$ cat src/rtl/fp_align_pkg.sv
// Shared types and helpers for the FP adder exponent-alignment stage.
// Default operand widths live here; fp_align_pipe takes its defaults from them.
package fp_align_pkg;

  localparam int FP_EXP_W   = 11;
  localparam int FP_MAN_W   = 53;
  localparam int GRS_W      = 3;
  localparam int FP_LIMIT   = FP_MAN_W + GRS_W;
  localparam int FP_SHAMT_W = $clog2(FP_LIMIT + 1);

  // Beyond 'limit' every significand bit has already landed in sticky,
  // so larger distances behave identically.
  function automatic logic [31:0] shamt_limit(input logic [31:0] mag, input logic [31:0] limit);
    return (mag >= limit) ? limit : mag;
  endfunction

  typedef struct packed {
    logic [FP_EXP_W-1:0]   exp;
    logic                  swap;
    logic [FP_SHAMT_W-1:0] shamt;
    logic                  sat;
    logic [FP_MAN_W-1:0]   man_big;
    logic [FP_MAN_W-1:0]   man_small;
  } s1_payload_t;

endpackage

$ cat src/rtl/fp_align_pipe_if.sv
// Operand-in / aligned-result-out bus of the exponent-alignment stage.
// slave = the alignment stage itself, master = the unpack/adder side driving it.
interface fp_align_pipe_if
  import fp_align_pkg::*;
#(
  parameter int EXP_W = FP_EXP_W,
  parameter int MAN_W = FP_MAN_W
);

  localparam int LIMIT   = MAN_W + GRS_W;
  localparam int SHAMT_W = $clog2(LIMIT + 1);

  // Both sides: a beat moves when valid && ready at a clk edge; a producer
  // holding valid keeps its payload stable until ready; in_ready may depend
  // combinationally on out_ready.
  logic               in_valid;
  logic               in_ready;
  logic [EXP_W-1:0]   in_exp_a;
  logic [EXP_W-1:0]   in_exp_b;
  logic [MAN_W-1:0]   in_man_a;
  logic [MAN_W-1:0]   in_man_b;
  logic               out_valid;
  logic               out_ready;
  logic [EXP_W-1:0]   out_exp;
  logic               out_swap;
  logic [LIMIT-1:0]   out_man_big;
  logic [LIMIT-1:0]   out_man_small;
  logic [SHAMT_W-1:0] out_shamt;
  logic               out_sat;

  modport slave (
    input  in_valid, in_exp_a, in_exp_b, in_man_a, in_man_b, out_ready,
    output in_ready, out_valid, out_exp, out_swap, out_man_big, out_man_small,
           out_shamt, out_sat
  );

  modport master (
    output in_valid, in_exp_a, in_exp_b, in_man_a, in_man_b, out_ready,
    input  in_ready, out_valid, out_exp, out_swap, out_man_big, out_man_small,
           out_shamt, out_sat
  );

endinterface

$ cat src/rtl/fp_shamt_limit.sv
// Exponent comparison and saturated alignment distance, purely combinational.
module fp_shamt_limit
  import fp_align_pkg::*;
#(
  parameter int EXP_W   = FP_EXP_W,
  parameter int LIMIT   = FP_LIMIT,
  parameter int SHAMT_W = $clog2(LIMIT + 1)
) (
  input  logic [EXP_W-1:0]   exp_a,
  input  logic [EXP_W-1:0]   exp_b,
  output logic               swap,
  output logic [SHAMT_W-1:0] shamt,
  output logic               sat
);

  logic [EXP_W:0] diff_ab;
  logic [EXP_W:0] diff_ba;
  logic [EXP_W:0] mag;

  assign swap    = exp_b > exp_a;
  assign diff_ab = {1'b0, exp_a} - {1'b0, exp_b};
  assign diff_ba = {1'b0, exp_b} - {1'b0, exp_a};
  assign mag     = swap ? diff_ba : diff_ab;

  assign shamt = SHAMT_W'(shamt_limit(32'(mag), 32'(LIMIT)));
  assign sat   = 32'(mag) >= 32'(LIMIT);

endmodule

$ cat src/rtl/fp_align_pipe.sv
// Two-stage exponent alignment: stage 1 compares/routes, stage 2 shifts with GRS+sticky.
// Optional FP_ALIGN_STATS_EN adds a saturating count of emitted saturated results.
module fp_align_pipe
  import fp_align_pkg::*;
#(
  parameter int EXP_W = FP_EXP_W,
  parameter int MAN_W = FP_MAN_W
) (
  input logic            clk,
  input logic            rst_n,
  fp_align_pipe_if.slave bus
`ifdef FP_ALIGN_STATS_EN
  ,
  output logic [15:0]    sat_count
`endif
);

  localparam int LIMIT   = MAN_W + GRS_W;
  localparam int SHAMT_W = $clog2(LIMIT + 1);

  logic               s1_valid;
  s1_payload_t        s1_q;
  s1_payload_t        s1_d;
  logic               s1_en;
  logic               s2_en;

  logic               lim_swap;
  logic [SHAMT_W-1:0] lim_shamt;
  logic               lim_sat;

  logic [LIMIT-1:0]   small_ext;
  logic [LIMIT-1:0]   shifted;
  logic [LIMIT-1:0]   lost_mask;
  logic               sticky;
  logic [LIMIT-1:0]   aligned;

  logic               res_valid;
  logic [EXP_W-1:0]   res_exp;
  logic               res_swap;
  logic [LIMIT-1:0]   res_man_big;
  logic [LIMIT-1:0]   res_man_small;
  logic [SHAMT_W-1:0] res_shamt;
  logic               res_sat;

  // Stages advance independently, so two items fit without bubbles.
  assign s2_en        = !res_valid || bus.out_ready;
  assign s1_en        = !s1_valid || s2_en;
  assign bus.in_ready = s1_en && rst_n;

  fp_shamt_limit #(
    .EXP_W   (EXP_W),
    .LIMIT   (LIMIT),
    .SHAMT_W (SHAMT_W)
  ) u_shamt_limit (
    .exp_a (bus.in_exp_a),
    .exp_b (bus.in_exp_b),
    .swap  (lim_swap),
    .shamt (lim_shamt),
    .sat   (lim_sat)
  );

  always_comb begin
    s1_d           = '0;
    s1_d.exp       = lim_swap ? bus.in_exp_b : bus.in_exp_a;
    s1_d.swap      = lim_swap;
    s1_d.shamt     = lim_shamt;
    s1_d.sat       = lim_sat;
    s1_d.man_big   = lim_swap ? bus.in_man_b : bus.in_man_a;
    s1_d.man_small = lim_swap ? bus.in_man_a : bus.in_man_b;
  end

  // A shift of LIMIT clears every bit and the mask covers the whole word,
  // which yields the sticky-only result without a special case.
  assign small_ext = {s1_q.man_small, {GRS_W{1'b0}}};
  assign shifted   = small_ext >> s1_q.shamt;
  assign lost_mask = ~({LIMIT{1'b1}} << s1_q.shamt);
  assign sticky    = |(small_ext & lost_mask);
  assign aligned   = {shifted[LIMIT-1:1], shifted[0] | sticky};

  always_ff @(posedge clk) begin
    if (!rst_n) begin
      s1_valid      <= 1'b0;
      s1_q          <= '0;
      res_valid     <= 1'b0;
      res_exp       <= '0;
      res_swap      <= 1'b0;
      res_man_big   <= '0;
      res_man_small <= '0;
      res_shamt     <= '0;
      res_sat       <= 1'b0;
    end else begin
      if (s1_en) begin
        s1_valid <= bus.in_valid;
        if (bus.in_valid) s1_q <= s1_d;
      end
      if (s2_en) begin
        res_valid <= s1_valid;
        if (s1_valid) begin
          res_exp       <= s1_q.exp;
          res_swap      <= s1_q.swap;
          res_man_big   <= {s1_q.man_big, {GRS_W{1'b0}}};
          res_man_small <= aligned;
          res_shamt     <= s1_q.shamt;
          res_sat       <= s1_q.sat;
        end
      end
    end
  end

  assign bus.out_valid     = res_valid;
  assign bus.out_exp       = res_exp;
  assign bus.out_swap      = res_swap;
  assign bus.out_man_big   = res_man_big;
  assign bus.out_man_small = res_man_small;
  assign bus.out_shamt     = res_shamt;
  assign bus.out_sat       = res_sat;

`ifdef FP_ALIGN_STATS_EN
  logic [15:0] sat_cnt;

  always_ff @(posedge clk) begin
    if (!rst_n) begin
      sat_cnt <= '0;
    end else if (res_valid && bus.out_ready && res_sat && (sat_cnt != 16'hFFFF)) begin
      sat_cnt <= sat_cnt + 16'd1;
    end
  end

  assign sat_count = sat_cnt;
`endif

endmodule

$ cat src/flat_wrapper.sv
// flat-port wrapper written by rule: the top's interface ports become plain ports
module fp_align_pipe_flat import fp_align_pkg::*;
#(
  parameter int EXP_W = FP_EXP_W,
  parameter int MAN_W = FP_MAN_W
)
  (clk, rst_n, bus_in_valid, bus_in_exp_a, bus_in_exp_b, bus_in_man_a, bus_in_man_b, bus_out_ready, bus_in_ready, bus_out_valid, bus_out_exp, bus_out_swap, bus_out_man_big, bus_out_man_small, bus_out_shamt, bus_out_sat);
  fp_align_pipe_if #(.EXP_W(EXP_W), .MAN_W(MAN_W)) bus_i ();
  input logic clk;
  input logic rst_n;
  input wire logic [$bits(bus_i.in_valid)-1:0] bus_in_valid;
  input wire logic [$bits(bus_i.in_exp_a)-1:0] bus_in_exp_a;
  input wire logic [$bits(bus_i.in_exp_b)-1:0] bus_in_exp_b;
  input wire logic [$bits(bus_i.in_man_a)-1:0] bus_in_man_a;
  input wire logic [$bits(bus_i.in_man_b)-1:0] bus_in_man_b;
  input wire logic [$bits(bus_i.out_ready)-1:0] bus_out_ready;
  output wire logic [$bits(bus_i.in_ready)-1:0] bus_in_ready;
  output wire logic [$bits(bus_i.out_valid)-1:0] bus_out_valid;
  output wire logic [$bits(bus_i.out_exp)-1:0] bus_out_exp;
  output wire logic [$bits(bus_i.out_swap)-1:0] bus_out_swap;
  output wire logic [$bits(bus_i.out_man_big)-1:0] bus_out_man_big;
  output wire logic [$bits(bus_i.out_man_small)-1:0] bus_out_man_small;
  output wire logic [$bits(bus_i.out_shamt)-1:0] bus_out_shamt;
  output wire logic [$bits(bus_i.out_sat)-1:0] bus_out_sat;
  assign bus_i.in_valid = bus_in_valid;
  assign bus_i.in_exp_a = bus_in_exp_a;
  assign bus_i.in_exp_b = bus_in_exp_b;
  assign bus_i.in_man_a = bus_in_man_a;
  assign bus_i.in_man_b = bus_in_man_b;
  assign bus_i.out_ready = bus_out_ready;
  assign bus_in_ready = bus_i.in_ready;
  assign bus_out_valid = bus_i.out_valid;
  assign bus_out_exp = bus_i.out_exp;
  assign bus_out_swap = bus_i.out_swap;
  assign bus_out_man_big = bus_i.out_man_big;
  assign bus_out_man_small = bus_i.out_man_small;
  assign bus_out_shamt = bus_i.out_shamt;
  assign bus_out_sat = bus_i.out_sat;
  fp_align_pipe #(.EXP_W(EXP_W), .MAN_W(MAN_W)) u_core (.clk(clk), .rst_n(rst_n), .bus(bus_i));
endmodule
$ cat config.mk
export PLATFORM = sky130hd
export DESIGN_NAME = fp_align_pipe_flat
export DESIGN_NICKNAME = d
export VERILOG_FILES = /design/src/rtl/fp_align_pkg.sv /design/src/rtl/fp_align_pipe_if.sv /design/src/rtl/fp_shamt_limit.sv /design/src/rtl/fp_align_pipe.sv /design/src/flat_wrapper.sv
export SDC_FILE = /design/constraint.sdc
export NUM_CORES = 1
export LEC_CHECK = 0
export ABC_AREA = 0
export CAP_MARGIN = 20
export CORE_MARGIN = 2
export CORE_UTILIZATION = 49
export CTS_CLUSTER_SIZE = 40
export DETAILED_ROUTE_END_ITERATION = 16
export PLACE_DENSITY_LB_ADDON = 0.12
export SYNTH_ARGS = -nofsm -noshare
export SYNTH_HDL_FRONTEND = slang
export SYNTH_SLANG_ARGS = --single-unit
$ cat constraint.sdc
create_clock -name clk -period 2.9 [get_ports clk]
set_input_delay 0.58 -clock clk [delete_from_list [all_inputs] [get_ports clk]]
set_output_delay 0.58 -clock clk [all_outputs]
set_load 0.01 [all_outputs]
==> impl_metrics.env <==
export IMPL_status="finished clean"
export IMPL_synth_flop_cell="dfxtp_1"
export IMPL_slew_headroom_pct=44.2
export IMPL_io_pins=265
export IMPL_firstDrtPassIters=6
export IMPL_drc_errors=0
export IMPL_fin_nets=2154
export IMPL_gr_total_overflow=0
export IMPL_synth_top_area_cell="dfxtp_1"
export IMPL_hold_ws_ns=0.457
export IMPL_async_flop_share_pct=0
export IMPL_max_freq_mhz=356
export IMPL_ys_warnings_count=0
export IMPL_pwr_density_cell_nw_per_um2=497
export IMPL_finalSetupTns_ns=0
export IMPL_hpwl_um=34500
export IMPL_crit_type="in2reg"
export IMPL_antenna_found_initial=1
export IMPL_die_x_um=180
export IMPL_grt_pass1_wl_um=73400
export IMPL_holdCritStartpoint="u_core.bus.out_man_small[18]$_SDFFE_PN0P_"
export IMPL_dieHeight_um=180
export IMPL_cts_max_level=1
export IMPL_synth_edf_count=0
export IMPL_globalplace_congestion=0.955
export IMPL_fin_skew_ns=0.0222
export IMPL_grt_pass1_vias=13465
export IMPL_crit_fanout=6
export IMPL_hold_end="u_core.bus.out_man_small[18]$_SDFFE_PN0P_"
export IMPL_drv_slew=0
export IMPL_max_slew_worst_pin_slew_ns=0.837
export IMPL_r2r_setup_slack_ns=0.11
export IMPL_portBuffers=261
export IMPL_cp_required_ns=3.39
export IMPL_yosysUniqueCellTypes=79
export IMPL_wl_per_cell_um=19.4
export IMPL_fin_area_um2=20000
export IMPL_hold_path_depth=2
export IMPL_num_vias=14141
export IMPL_syn_area_per_cell_um2=8.82
export IMPL_start_kind="primary input"
export IMPL_syn_area_um2=15200
export IMPL_drt_first_iter_violations=1176
export IMPL_hp_class="reg2reg"
export IMPL_vdd_drop_max_mv=0.482
export IMPL_drv_cap=0
export IMPL_cts_sinks=255
export IMPL_synth_ff_latch_count=255
export IMPL_setup_ws_ns=0.0943
export IMPL_finalCritPeriodShare_pct=96.7
export IMPL_die_area_um2=32400
export IMPL_clockBufferDepth=3
export IMPL_path_clk_slew_ns=0.06
export IMPL_synthTopCellsByArea="dfxtp_1 34%, mux2i_1 11%, nand2_1 8.9%, o211a_1 8.2%, mux4_2 6.2%"
export IMPL_core_area_um2=30600
export IMPL_setup_violations=0
export IMPL_place_ws_ns=-0.778
export IMPL_end_kind="flip-flop"
export IMPL_area_growth_pct=31.8
export IMPL_period_needed_ns=2.81
export IMPL_num_antenna_cells=0
export IMPL_yosys_area_top_type_share_pct=33.6
export IMPL_rr_endpoint="u_core.bus.out_man_small[6]$_SDFFE_PN0P_"
export IMPL_power_mw=9.95
export IMPL_viasPerCell=5.86
export IMPL_hold_viol_final=0
export IMPL_track_usage_pct=27.4
export IMPL_cts_tree="built"
export IMPL_grt_max_degree=192
export IMPL_fill_cells=2648
export IMPL_root_buffer="clkbuf_16"
export IMPL_drive_gt1_share_pct=15.1
export IMPL_r2r_cells=8
export IMPL_reg2reg_from="u_core.s1_q[107]$_SDFFE_PN0P_"
export IMPL_cts_buffers=29
export IMPL_placed_cell_area_um2=18900
export IMPL_ys_seq_area_share_pct=33.6
export IMPL_power_leakage_nw=8.78
export IMPL_drtAntennaViolNets=0
export IMPL_wl_um=46800
export IMPL_clock_latency_ns=0.57
export IMPL_start_util_pct=49.7
export IMPL_postSynthCellCount=1723
export IMPL_num_rows=64
export IMPL_worstPathArrival_ns=3.30
## cell families after synthesis
group	share of synthesized area (%)
other	0.0247
multiplexers	19.4
adder cells (fa/ha/maj)	2.34
buffers and inverters	5.18
flip-flops	33.6
AO/OA/AOI/OAI	24.0
AND/OR/NAND/NOR	15.1
XOR/XNOR	0.346
## per-stage QoR
stage	instances	util, %
4_1_cts	2410	64.8
3_3_place_gp	2358	61.6
2_1_floorplan	1725	-
3_5_place_dp	2358	61.6
5_1_grt	2414	65.5
6_report	2414	65.5
## metal layers
layer / vias to the layer above / part of all wire, % / track usage, %
met5: - / 0.017 / 0
met4: 2 / 2.7 / 7.45
met3: 76 / 6.6 / 4.83
met2: 510 / 47 / 44.8
met1: 6762 / 44 / 37.4
li1: 6791 / - / -
## power breakdown
part	internal, mW	switching [mW]	leakage (nW)
Clock	2.05	1.46	0.439
Sequential	3.72	0.222	2.10
Combinational	1.23	1.26	6.25
## final cells by class
class / count / area (µm²) / area share (%)
multi-input cells: 1280 / 9540 / 47.6
flip-flops and latches: 255 / 5110 / 25.5
repair buffers: 399 / 3850 / 19.2
clock buffers: 43 / 828 / 4.14
well taps: 396 / 495 / 2.47
inverters: 33 / 124 / 0.619
clock inverters: 8 / 73.8 / 0.369
## synth_stat cells (7+ instances only)
cell and number:
nand2_1 362, dfxtp_1 255, mux2i_1 163, o211a_1 124
clkbuf_1 104, a21boi_0 77, a21oi_1 58, nor2_1 54
o21ai_0 46, mux4_2 42, mux2_2 31, inv_1 30
buf_2 29, nor2b_1 27, ha_1 22, a22oi_1 20
and2_1 19, o21ai_1 18, buf_1 16, o211ai_1 15
a31oi_1 14, o22ai_1 13, a21boi_1 11, nand3_1 10
a21o_1 9, nor3_1 9, o221ai_1 9, a211oi_1 8
nand2b_1 7, nand4_1 7
## cell usage in the layout, fill, tap and decap left out, drive strengths merged, types with 5 or more instances in the layout
cell	count
or2	7
a21o	9
ha	22
nor2	54
buf	139
mux2i	163
a21boi	88
inv	33
a22oi	20
dlymetal6s2s	8
nor2b	27
mux2	33
mux4	42
clkbuf	43
o22ai	13
o31ai	6
nand2b	7
o211ai	15
o22a	6
a21oi	60
nor3	9
clkdlybuf4s50	250
clkinv	5
nand3	11
dfxtp	255
o311ai	6
nand2	363
o21a	5
a211oi	8
o221ai	9
and2	19
nand4	7
a31o	7
nor4	7
o21ai	64
a31oi	14
o211a	124
## registers in the layout, indices dropped and copies added, names as in the netlist
signal,cells
u_core.bus.out_exp,11
u_core.bus.out_man_big,53
u_core.bus.out_man_small,56
u_core.bus.out_sat,1
u_core.bus.out_shamt,6
u_core.bus.out_swap,1
u_core.bus.out_valid,1
u_core.s1_q,125
u_core.s1_valid,1
## worst max path at each step
stage | from | end | slack (ns) | depth (start not counted)
global route | bus_in_exp_a[7] | u_core.s1_q[106]$_SDFFE_PN0P_ | -0.03 | 13
finish | bus_in_exp_b[0] | u_core.s1_q[106]$_SDFFE_PN0P_ | 0.09 | 14
CTS | bus_in_exp_b[6] | u_core.s1_q[106]$_SDFFE_PN0P_ | 0.004 | 12
floorplan | bus_in_exp_b[0] | u_core.s1_q[106]$_SDFFE_PN0P_ | 0.004 | 11
detailed placement | bus_in_exp_a[0] | u_core.s1_q[108]$_SDFFE_PN0P_ | -0.78 | 13
global placement | bus_in_exp_a[0] | u_core.s1_q[106]$_SDFFE_PN0P_ | -0.68 | 13
## critical path, stage by stage
cell and delay, ns:
dlygate4sd2_1 0.24, inv_1 0.06, ha_2 0.19, fa_2 0.35
nand2b_4 0.16, a21oi_4 0.18, a21oi_4 0.09, buf_4 0.17
nor4_4 0.31, a211oi_2 0.08, mux2i_1 0.13, buf_4 0.15
nor4_4 0.35, o221a_1 0.22
## what timing repair did
item / in CTS / in global routing
pin swaps: 4 / 7
setup endpoints to repair: 78 / 51
hold buffers: 0 / 0
setup buffers: 1 / 4
gates resized for setup: 18 / 31
Power figures use the tool's default switching activity.
